==> src/rtl/fetch_unit.sv <==
// Instruction fetch stage: PC, req/ack program-memory fetch, instruction register, jump handling.
// Optional fetch watchdog enabled by defining FETCH_WATCHDOG_EN.
module fetch_unit #(
    parameter int unsigned         PC_WIDTH     = 8,
    parameter int unsigned         INSTR_WIDTH  = 16,
    parameter logic [PC_WIDTH-1:0] RESET_VECTOR = '0,
    parameter int unsigned         WDT_LIMIT    = 15
) (
    input  logic                   clk,
    input  logic                   reset,
    output logic                   mem_req,
    output logic [PC_WIDTH-1:0]    mem_addr,
    input  logic                   mem_ack,
    input  logic [INSTR_WIDTH-1:0] mem_rdata,
    output logic [INSTR_WIDTH-1:0] instruction,
    output logic                   instr_valid,
    output logic [PC_WIDTH-1:0]    pc,
    input  logic                   cnt_wr_en,
    input  logic                   add_offset,
    input  logic [PC_WIDTH-1:0]    literal_adr,
    input  logic                   halt,
    output logic                   fetch_err
);

    typedef enum logic [1:0] {StIdle, StFetch, StExec, StHalted} state_e;

    state_e                 state_q, state_d;
    logic [PC_WIDTH-1:0]    pc_q, pc_d;
    logic [INSTR_WIDTH-1:0] instr_q, instr_d;
    logic                   mem_req_q, valid_q;
    logic                   err_q, err_d;

`ifdef FETCH_WATCHDOG_EN
    localparam int unsigned WdtWidth = $clog2(WDT_LIMIT + 1);

    logic [WdtWidth-1:0] wdt_q, wdt_d;
    logic                wdt_expire;

    // Fires on the WDT_LIMIT-th consecutive FETCH cycle without ack.
    assign wdt_expire = (32'(wdt_q) + 32'd1 >= WDT_LIMIT);
`else
    logic unused_wdt_limit;
    assign unused_wdt_limit = ^WDT_LIMIT;
`endif

    always_comb begin
        state_d = state_q;
        pc_d    = pc_q;
        instr_d = instr_q;
        err_d   = err_q;
`ifdef FETCH_WATCHDOG_EN
        wdt_d   = wdt_q;
`endif
        unique case (state_q)
            StIdle: begin
                state_d = StFetch;
`ifdef FETCH_WATCHDOG_EN
                wdt_d   = '0;
`endif
            end
            StFetch: begin
                if (mem_ack) begin
                    instr_d = mem_rdata;
                    state_d = StExec;
                end
`ifdef FETCH_WATCHDOG_EN
                else if (wdt_expire) begin
                    err_d   = 1'b1;
                    state_d = StHalted;
                end else begin
                    wdt_d = wdt_q + 1'b1;
                end
`endif
            end
            StExec: begin
                if (cnt_wr_en && add_offset) begin
                    pc_d = pc_q + literal_adr;
                end else if (cnt_wr_en) begin
                    pc_d = literal_adr;
                end else begin
                    pc_d = pc_q + 1'b1;
                end
                state_d = halt ? StHalted : StFetch;
`ifdef FETCH_WATCHDOG_EN
                wdt_d   = '0;
`endif
            end
            StHalted: begin
                state_d = StHalted;
            end
            default: begin
                state_d = StIdle;
            end
        endcase
    end

    // Strobes are registered from the next state so every output comes straight off a flop.
    always_ff @(posedge clk) begin
        if (reset) begin
            state_q   <= StIdle;
            pc_q      <= RESET_VECTOR;
            instr_q   <= '0;
            mem_req_q <= 1'b0;
            valid_q   <= 1'b0;
            err_q     <= 1'b0;
`ifdef FETCH_WATCHDOG_EN
            wdt_q     <= '0;
`endif
        end else begin
            state_q   <= state_d;
            pc_q      <= pc_d;
            instr_q   <= instr_d;
            mem_req_q <= (state_d == StFetch);
            valid_q   <= (state_d == StExec);
            err_q     <= err_d;
`ifdef FETCH_WATCHDOG_EN
            wdt_q     <= wdt_d;
`endif
        end
    end

    assign mem_req     = mem_req_q;
    assign mem_addr    = pc_q;
    assign pc          = pc_q;
    assign instruction = instr_q;
    assign instr_valid = valid_q;
    assign fetch_err   = err_q;

endmodule

==> config.mk <==
export PLATFORM = sky130hd
export DESIGN_NAME = fetch_unit
export DESIGN_NICKNAME = d
export VERILOG_FILES = /design/src/rtl/fetch_unit.sv
export SDC_FILE = /design/constraint.sdc
export NUM_CORES = 1
export LEC_CHECK = 0
export BUFFER_PORTS_ARGS = -buffer_cell sky130_fd_sc_hd__buf_2
export CAP_MARGIN = 10
export CORE_MARGIN = 5
export CORE_UTILIZATION = 47
export CTS_CLUSTER_SIZE = 12
export DETAILED_ROUTE_END_ITERATION = 12
export GPL_TIMING_DRIVEN = 0
export PLACE_DENSITY_LB_ADDON = 0.25
export SLEW_MARGIN = 20
export SYNTH_ARGS = -nofsm -noshare
export SYNTH_HDL_FRONTEND = slang
export SYNTH_SLANG_ARGS = --single-unit
==> constraint.sdc <==
create_clock -name clk -period 2.8 [get_ports clk]
set_clock_uncertainty 0.2 [all_clocks]
set_input_delay 0.14 -clock clk [delete_from_list [all_inputs] [get_ports clk]]
set_output_delay 0.14 -clock clk [all_outputs]
set_load 0.05 [all_outputs]
After elaboration in Yosys (flattened, before gate mapping)
Index checks and enable logic that the tools add are counted.
- output and inout bits: 35
- word-level logic and storage cells: 20
- input port bits: 30
- register bits: 28
- multiplexer cells: 5
- reduce and logical (&&, ||, !) cells: 3
- add/sub/neg operators: 2
- equality and inequality tests: 5
- operator list (operator ; number):
    $mux W8 ; 2
    $add A8 B1 Y8 const B ; 1
    $add A8 B8 Y8 ; 1
    $pmux W2 S4 ; 1
    $eq A2 B2 Y1 const B ; 3
    $eq A2 B1 Y1 const B ; 2
    $mux W2 ; 2
    $logic_not A2 Y1 ; 1
    $reduce_and A2 Y1 ; 1
    $logic_and A1 B1 Y1 ; 1

Logic depth before layout (Yosys ltp)
- word-level depth: 3
- depth in mapped cells: 8
- mapped depth without buffers: 8

Worst setup path after synthesis
OpenSTA, ideal clock, no wires.
- path type: reg-to-reg
- start: register pc_q[0], in the netlist mem_addr[0]
- end: register pc_q[6], in the netlist mem_addr[6]
- setup time: 58 ps
- arrival: 2205 ps
- clock period less this slack: 2463 ps
- stages on the path, launching flop included: 9
- path buffers: 0
- required time: 2542 ps
- setup slack: 337 ps
- cell sequence: dfxtp_1 > ha_1 > inv_1 > fa_1 > nand2b_1 > a21oi_1 > o22ai_1 > nor4b_1 > a211o_1
- word-level cells in the longest chain between the ends: 3
- elaborated cells between the ends (all ways): 4
- those cells by class: add/sub: 2; mux: 2
- RTL lines (what ; line ; text):
    from (decl) ; 28 ; logic [PC_WIDTH-1:0] pc_q, pc_d;
    from (signal assigned) ; 111 ; pc_q <= pc_d;
    $add A8 B1 Y8 ; 81 ; pc_d = pc_q + 1'b1;
    $mux W8 ; 78 ; end else if (cnt_wr_en) begin
    $mux W8 * ; 76 ; if (cnt_wr_en && add_offset) begin
Every way passes the cells marked *; elsewhere a longest branch is shown, timed or not.
A chain may end at the register's enable or synchronous reset.

Worst setup path after layout
Ends and elaborated chain as after synthesis.

==> results.toml <==
[critical_path]
r2r_end = "mem_addr[6]"
startpoint_type = "register"
cp.arrival_ps = 2390
r2r-start = "mem_addr[0]"
worstPathRequired_ps = 2890
reg2reg_setup_slack_ps = 500
end_kind = "register"
crit_type = "register to register"
worstPathCellList = "ha_1 -> inv_1 -> fa_1 -> nand2b_1 -> a21oi_1 -> o22ai_1 -> nor4b_1 -> a211o_1"
worst_path_largest_cell_delay_ps = 490
rr_worst_depth = 8
crit_start = "mem_addr[0]"
critPathMaxFanout = 8
cp_slowest_cell = "dfxtp_1"

[hold_path]
hold_end = "mem_addr[1]"
min_path_type = "input port to register"
worst_hold_startpoint = "add_offset"
holdPathStages = 4

[layout]
drive_gt1_share_pct = 33.1
area_growth_pct = 40.7
final_core_util_pct = 66.9
fin_nets = 297
fillers = 284
antennaDiodeCount = 0

[synth]
syn_area_per_cell_sq_um = 9.19
synth.distinct_cells = 51
async_flop_share_pct = 0
syn-num-nets = 209
synth_area_leader_cell = "dfxtp_1"
synth_flop_cell = "dfxtp_1"
synth_area_leaders = "dfxtp_1, a22o_1, ha_1"
yosysTopAreaCellShare_pct = 35.9
netlist_instances = 170
synth_edf_count = 0
yosysSeqAreaShare_pct = 35.9
yosysWarnings = 0
ys_ff_latch = 28
synthesis.area_sq_mm = 0.00156

[sta]
finalSetupViolCount = 0
fmax_ghz = 0.434
tns_ps = 0
hold_violations = 0
slew_viol_final = 0
rsz0062_at_grt = "false"
whs_ps = 15.9
period_minus_slack_ps = 2300
timing.final.crit_share_pct = 82.2

[global_routing]
grt_pass1_vias = 1419
met2_usage_pct = 31.5
antenna_found_initial = 0
grt.busiest_layer = "met2"
overflow = 0
track_usage_pct = 17.1
grt_pass1_wl_microns = 6110
use_met3_pct = 2.16
grt_start_max_net_pins = 17
grtUsageMet1_pct = 20.3

[cts]
h-tree-depth = 1
clock_path_buffers = 2
cts_buffers = 3
clk_pin_slew_ps = 150
cts_sinks = 28
cts_root_buffer = "clkbuf_4"
tritoncts = "built"
cts_setup_buffers = 0
clock_latency_ps = 330
ctsResizeCount = 0

[drt]
vias = 1543
viasPerCell = 5.09
drtIter0Drc = 63
routed_wirelength_microns = 3960
avgRoutedWirePerCell_microns = 13.1
ant_nets = 0
drc = 0
first_pass_iters = 4

[run]
maxCapViolCount = 0

[floorplanning]
start_util_pct = 47.6
die_y_microns = 67.7
io_pins = 65
num_rows = 21
design.core.area_sq_mm = 0.00328
die_area_sq_mm = 0.00458
dieWidth_microns = 67.7

[place]
io_buffers = 61
dp_hpwl_microns = 2770
place_congestion = 0.759

[power]
powerDensity_mw_per_mm2 = 436
power_leakage_nw = 1.04
vdd_drop_max_mv = 0.394

[run_status]
status = "complete, no violations"
[placed cells by master, fill, tap and decap left out, types with 4 or more instances in the layout]
cell type      count
inv_1              4
buf_2             62
buf_4              9
ha_1               8
a22o_1            16
nand2_1            9
nand2b_1           4
dlygate4sd3_1     22
nor3_1             5
o21ai_0            4
nand3_1            5
a21oi_1            9
nor2_1            13
dfxtp_1           28
[kinds of logic (layout without fill, tap and decap cells)]
group | after synthesis | after routing | share of synthesized area, %
flip-flops | 28 | 28 | 35.9
AO/OA/AOI/OAI | 53 | 53 | 25.6
buffers and inverters | 22 | 109 | 9.69
multiplexers | 2 | 2 | 1.28
AND/OR/NAND/NOR | 50 | 50 | 16.8
adder cells (fa/ha/maj) | 9 | 9 | 7.69
other | 1 | 1 | 0.240
XOR/XNOR | 5 | 5 | 2.80
[per-stage QoR]
stage | cell area (sq um) | power, mW | worst slack (ps) | instances
5_1_grt | 2200 | 0.995 | 360 | 303
2_1_floorplan | 1560 | 0.615 | 337 | 170
6_report | 2200 | 0.958 | 498 | 303
3_3_place_gp | 1930 | 0.676 | 533 | 277
3_5_place_dp | 1930 | 0.677 | 493 | 277
4_1_cts | 2200 | 0.958 | 478 | 303
[final cells by class]
class	instances	area, sq um	share of cell area [%]
Clock buffer	3	22.5	1.02
Timing Repair Buffer	83	526	23.9
Tap cell	46	57.6	2.62
Sequential cell	28	561	25.5
Inverter	5	18.8	0.854
Clock inverter	1	30.0	1.37
Buffer	17	133	6.03
Multi-Input combinational cell	120	851	38.7
[cells in the mapped netlist (4+ instances only)]
master    instances
nand3_1           5
ha_1              8
a21oi_1           9
nand2_1           9
a22o_1           16
dfxtp_1          28
o21ai_0           4
inv_1             4
buf_4             9
nand2b_1          4
nor3_1            5
nor2_1           13
[registers in the layout, indices dropped and copies added (netlist names)]
register and cells:
mem_req 1, mem_addr 8, state_q 2, instr_valid 1
instruction 16
[what timing repair did]
item	CTS	global route
setup endpoints to repair	0	0
hold buffers	22	0
endpoints found under the hold margin	21	0
[critical path: cells and delay by family (launching register included)]
family                     cells  cell delay, ps
buffers and inverters          1              60
adders and majority gates      2             620
AOI/OAI and AO/OA              3             480
and+or+nand+nor                2             440
DFF                            1             490
[report_power, final]
part	internal, mW	total (mW)	switching, mW
Sequential	0.418	0.436	0.0180
Clock	0.145	0.263	0.118
Combinational	0.100	0.259	0.158
Total	0.664	0.958	0.294
[worst max-delay path by stage]
stage                   to  depth (start not counted)
5_1_grt        mem_addr[6]                          8
3_5_place_dp   mem_addr[6]                          8
4_1_cts        mem_addr[6]                          8
2_1_floorplan  mem_addr[6]                          8
6_report       mem_addr[6]                          8
3_3_place_gp   mem_addr[6]                          8
[metal layers]
metal  wire length (microns)  up-vias  share of wire [%]
li1                        -      794                  -
met1                    1710      698                 43
met2                    1990       45                 50
met3                     211        6                5.3
met4                      54        0                1.4
met5                       0        -                  0
(Power assumes the default switching activity.)
